===== src/rtl/lib_io.sv =====
// Shared types and defaults for the CPU-side UART I/O controller.
package lib_io;
    localparam int TX_DEPTH_DEF = 4;

    typedef enum logic [1:0] {
        IDLE      = 2'd0,
        START     = 2'd1,
        WAIT_BUSY = 2'd2,
        WAIT_DONE = 2'd3
    } tx_state_e;
endpackage


===== src/rtl/io_fifo.sv =====
// Byte FIFO for the TX path: power-of-two depth, pointers wrap naturally.
module io_fifo
    import lib_io::*;
#(
    parameter int DEPTH = TX_DEPTH_DEF
) (
    input  logic       clk,
    input  logic       rst,
    input  logic       push,
    input  logic [7:0] din,
    input  logic       pop,
    output logic       full,
    output logic       empty,
    output logic [7:0] head
);
    localparam int AW = $clog2(DEPTH);
    localparam int CW = AW + 1;

    logic [7:0]    mem_q [DEPTH];
    logic [AW-1:0] wr_ptr_q, wr_ptr_d;
    logic [AW-1:0] rd_ptr_q, rd_ptr_d;
    logic [CW-1:0] count_q, count_d;
    logic          push_ok, pop_ok;

    assign full  = (count_q == CW'(DEPTH));
    assign empty = (count_q == '0);
    assign head  = mem_q[rd_ptr_q];

    // A push into a full FIFO is dropped even when a pop frees a slot this cycle.
    assign push_ok = push && !full;
    assign pop_ok  = pop && !empty;

    always_comb begin
        wr_ptr_d = wr_ptr_q;
        rd_ptr_d = rd_ptr_q;
        count_d  = count_q;
        if (push_ok) wr_ptr_d = wr_ptr_q + AW'(1);
        if (pop_ok)  rd_ptr_d = rd_ptr_q + AW'(1);
        case ({push_ok, pop_ok})
            2'b10:   count_d = count_q + CW'(1);
            2'b01:   count_d = count_q - CW'(1);
            default: count_d = count_q;
        endcase
    end

    always_ff @(posedge clk or posedge rst) begin
        if (rst) begin
            wr_ptr_q <= '0;
            rd_ptr_q <= '0;
            count_q  <= '0;
        end else begin
            wr_ptr_q <= wr_ptr_d;
            rd_ptr_q <= rd_ptr_d;
            count_q  <= count_d;
        end
    end

    always_ff @(posedge clk) begin
        if (push_ok) mem_q[wr_ptr_q] <= din;
    end
endmodule


===== src/rtl/io_ctrl.sv =====
// CPU <-> UART glue: TX byte FIFO with start/busy handshake, single-byte RX
// holding register with interrupt and sticky overrun.
module io_ctrl
    import lib_io::*;
#(
    parameter int TX_DEPTH = TX_DEPTH_DEF
) (
    input  logic       clk,
    input  logic       reset,
    input  logic       cpu_w_req,
    input  logic [7:0] cpu_w_data,
    output logic       cpu_w_busy,
    output logic [7:0] cpu_r_data,
    input  logic       cpu_ack,
    output logic       cpu_intr_req,
    output logic       tx_start,
    output logic [7:0] tx_data,
    input  logic       tx_busy,
    input  logic       rx_valid,
    input  logic [7:0] rx_data,
    output logic       rx_overrun
);
    tx_state_e  state_q, state_d;
    logic       fifo_full, fifo_empty, fifo_pop;
    logic [7:0] fifo_head;
    logic [7:0] r_data_q, r_data_d;
    logic       pending_q, pending_d;
    logic       overrun_q, overrun_d;

    io_fifo #(.DEPTH(TX_DEPTH)) u_fifo (
        .clk   (clk),
        .rst   (reset),
        .push  (cpu_w_req),
        .din   (cpu_w_data),
        .pop   (fifo_pop),
        .full  (fifo_full),
        .empty (fifo_empty),
        .head  (fifo_head)
    );

    assign cpu_w_busy = fifo_full;
    assign fifo_pop   = (state_q == START);
    assign tx_start   = (state_q == START);
    assign tx_data    = (state_q == START) ? fifo_head : 8'd0;

    // IDLE also waits out a transmitter still busy from before a reset.
    always_comb begin
        state_d = state_q;
        case (state_q)
            IDLE:      if (!fifo_empty && !tx_busy) state_d = START;
            START:     state_d = WAIT_BUSY;
            WAIT_BUSY: if (tx_busy) state_d = WAIT_DONE;
            WAIT_DONE: if (!tx_busy) state_d = IDLE;
            default:   state_d = IDLE;
        endcase
    end

    // An ack colliding with a new byte consumes the old one; overrun is left alone.
    always_comb begin
        r_data_d  = r_data_q;
        pending_d = pending_q;
        overrun_d = overrun_q;
        if (rx_valid) begin
            r_data_d  = rx_data;
            pending_d = 1'b1;
            if (pending_q && !cpu_ack) overrun_d = 1'b1;
        end else if (cpu_ack) begin
            pending_d = 1'b0;
            overrun_d = 1'b0;
        end
    end

    always_ff @(posedge clk or posedge reset) begin
        if (reset) begin
            state_q   <= IDLE;
            r_data_q  <= 8'd0;
            pending_q <= 1'b0;
            overrun_q <= 1'b0;
        end else begin
            state_q   <= state_d;
            r_data_q  <= r_data_d;
            pending_q <= pending_d;
            overrun_q <= overrun_d;
        end
    end

    assign cpu_r_data   = r_data_q;
    assign cpu_intr_req = pending_q;
    assign rx_overrun   = overrun_q;
endmodule


===== config.mk =====
export PLATFORM = sky130hd
export DESIGN_NAME = io_ctrl
export DESIGN_NICKNAME = d
export VERILOG_FILES = /design/src/rtl/lib_io.sv /design/src/rtl/io_fifo.sv /design/src/rtl/io_ctrl.sv
export SDC_FILE = /design/constraint.sdc
export NUM_CORES = 1
export LEC_CHECK = 0
export BUFFER_PORTS_ARGS = -buffer_cell sky130_fd_sc_hd__buf_4
export CORE_ASPECT_RATIO = 0.7
export CORE_MARGIN = 1
export CORE_UTILIZATION = 58
export DETAILED_ROUTE_END_ITERATION = 12
export PLACE_DENSITY = 0.87
export SYNTH_ARGS = -nofsm -noshare
export SYNTH_HDL_FRONTEND = slang
export SYNTH_SLANG_ARGS = --single-unit

===== constraint.sdc =====
create_clock -name clk -period 2.92 [get_ports clk]
set_input_delay 0 -clock clk [delete_from_list [all_inputs] [get_ports clk]]
set_output_delay 0 -clock clk [all_outputs]
set_load 0.005 [all_outputs]

==> results.py <==
metrics = {
    "logic_synthesis": {
        "syn_nets": 167,
        "syn_area_um2": 2200,
        "yosysTopAreaCellShare_pct": 43.8,
        "yosys_warnings": 0,
        "syn_avg_cell_area_um2": 16.4,
        "async_flop_share_pct": 37.3,
        "synth_cell_types": 26,
        "synth_top_area_cell": "edfxtp_1",
        "seq_area_frac_synth_pct": 65.4,
        "ys_ff_latch": 51,
        "ys.flop_type": "edfxtp_1",
        "synth_area_leaders": "edfxtp_1 (44%), dfrtp_1 (22%), mux4_2 (8.2%)",
        "synth_most_common_cell": "edfxtp_1",
        "synth_common_cells": "edfxtp_1 (32), dfrtp_1 (19), and2_1 (12), inv_1 (11), ha_1 (10)",
        "synth_enable_flop_cells": 32,
        "netlist_instances": 134,
    },
    "timing": {
        "post-route-min-period_ps": 2360,
        "fin_tns_setup_ps": 0,
        "rsz0062_at_grt": "no",
        "tightest_slew_ps": 722,
        "fmax_mhz": 424,
        "worst_hold_slack_ps": 174,
        "setup_viol": 0,
        "post-route-period-util_pct": 80.8,
        "hold_violations": 0,
        "final_max_slew_viol_count": 0,
        "finClkSkew_ps": 5.94,
        "relSlewSlack_pct": 51.8,
    },
    "clock_network": {
        "cts-root-buf": "clkbuf_8",
        "cts_setup_buffers": 0,
        "cts_tree": "done",
        "cts-buffers-inserted": 5,
        "cts.sink_count": 51,
        "cts_buffer_depth": 2,
        "worstSkewPairLatency_ps": 300,
        "htreeDepth": 2,
        "post_cts_resized": 0,
        "clkSlewWorstSetupHoldPaths_ps": 90,
    },
    "grt": {
        "grt_antenna_before_repair": 0,
        "grt_max_degree": 20,
        "grt_pass1_wl_um": 6620,
        "first_global_vias": 1356,
        "grt_remaining_overflow": 0,
        "track_usage_pct": 25.1,
    },
    "die": {
        "initial_utilization_pct": 61.3,
        "die_h_um": 53.5,
        "dieArea_um2": 4040,
        "num_rows": 18,
        "fp.dieW_um": 75.5,
        "num_io_pins": 42,
        "coreArea_um2": 3580,
    },
    "layout": {
        "area_delta_synth_final_pct": 30.8,
        "stdcell_area_um2": 2870,
        "n_antenna_cell": 0,
        "layout-drive-gt1-share_pct": 35.0,
        "nNetsFinal": 232,
        "fillCellCount": 179,
    },
    "run_status": {
        "status": "finished clean",
    },
    "setup_path": {
        "crit_arrival_ps": 2590,
        "critPathRequiredTime_ps": 3150,
        "setup.worst_path.end_class": "flop",
        "critPathMaxFanout": 10,
        "cp-start-kind": "flop",
        "critPathKind": "flop to flop",
    },
    "route": {
        "first_pass_iters": 4,
        "routed_wl_um": 4370,
        "route.vias.total": 1326,
        "wl_per_cell_um": 17.5,
        "ant_nets": 0,
        "avgViaCountPerCell": 5.30,
        "drcViolationCount": 0,
        "dr.first_iter.drc_count": 86,
    },
    "placement": {
        "place_area_um2": 2550,
        "dp_hpwl_um": 2760,
        "place_congestion": 0.688,
        "io_buffers": 41,
    },
    "hold_path": {
        "min_path_type": "primary input to flop",
    },
    "power_and_ir_drop": {
        "powerDensity_nw_per_um2": 833,
        "peakVddDrop_v": 0.000572,
        "static-leakage-power_nw": 1.19,
    },
    "run": {
        "cap_violations": 0,
    },
}
-- power breakdown --
part           leakage (nW)  internal, mW  switching [mW]
clock                0.0612         0.277           0.225
sequential            0.514         0.950           0.162
combinational         0.619         0.429           0.349
total                  1.19          1.66           0.736
-- worst max-delay path, cell delays in order (launching register included) --
cell and delay [ps]:
dfrtp_1 430, inv_1 140, ha_1 390, o31a_2 280, ha_1 200, inv_1 60, fa_1 370, xor2_1 160
nor2_1 110, xor2_1 150
-- cells by family after synthesis --
logic type	Yosys count	synth area share (%)
XOR/XNOR	6	2.39
AO/OA/AOI/OAI	7	2.17
multiplexers	19	13.7
buffers and inverters	14	2.45
flip-flops	51	65.4
adder cells (fa/ha/maj)	11	6.61
AND/OR/NAND/NOR	26	7.24
-- flip-flops by register name, summed over array words and instances (netlist names) --
| register | flops |
|---|---|
| cpu_r_data | 8 |
| state_q | 2 |
| u_fifo.wr_ptr_q | 2 |
| u_fifo.count_q | 3 |
| rx_overrun | 1 |
| u_fifo.mem_q | 32 |
| u_fifo.rd_ptr_q | 2 |
| cpu_intr_req | 1 |
-- through the flow --
| stage | cells | utilization [%] | total power [mW] | worst slack (ps) |
|---|---|---|---|---|
| 6_report | 250 | 80.2 | 2.39 | 559 |
| 5_1_grt | 250 | 80.2 | 2.53 | 421 |
| 4_1_cts | 250 | 80.2 | 2.39 | 621 |
| 3_5_place_dp | 222 | 71.3 | 1.88 | 623 |
| 3_3_place_gp | 222 | 71.3 | 1.80 | 761 |
| 2_1_floorplan | 134 | - | 1.61 | 916 |
-- path summary, 6_finish.rpt --
check                               from            endpoint  slack (ps)  cells after the start
max                           state_q[1]   u_fifo.count_q[2]         560                      9
min                            cpu_w_req  u_fifo.wr_ptr_q[0]         170                      3
max reg2reg                   state_q[1]   u_fifo.count_q[2]         560                      9
min reg2reg                cpu_r_data[6]       cpu_r_data[6]         510                      1
max in group asynchronous          reset   u_fifo.count_q[2]        2090                      3
min in group asynchronous          reset          state_q[1]         370                      3
-- area by class of cell --
class                   count  area (µm²)  share of cell area, %
well taps                  50        62.6                   2.18
clock inverters             2        35.0                   1.22
multi-input cells          69         706                   24.6
flip-flops and latches     51        1440                   50.0
clock buffers               6        82.6                   2.88
inverters                  11        41.3                   1.44
repair buffers             61         508                   17.7
-- what timing repair did --
action                     CTS  global route
hold endpoints to repair    62             0
hold buffers                20             0
setup endpoints to repair    0             0
-- placed cells by master, fill, tap and decap left out --
cell / instances
nor3b_1: 1
mux2_2: 9
nand2_1: 1
or4b_4: 1
nor2b_1: 2
a222oi_1: 1
inv_1: 11
buf_4: 41
nor2_1: 5
mux2i_1: 2
o31a_2: 1
fa_1: 1
and2_1: 12
clkinv_2: 1
edfxtp_1: 32
nor3_2: 1
and3_1: 1
nor3_1: 1
clkbuf_8: 6
xnor2_1: 3
or2_2: 1
a211oi_1: 1
xor2_1: 3
mux4_2: 8
dlygate4sd3_1: 20
dfrtp_1: 19
o21ai_0: 4
bufinv_16: 1
ha_1: 10
-- routing by layer --
layer  GRT usage, %  routed length, µm
met1           30.0               1800
met2           41.5               2270
met3           6.48                164
met4           14.5                138
met5              0                  0
(Power assumes the default switching activity.)
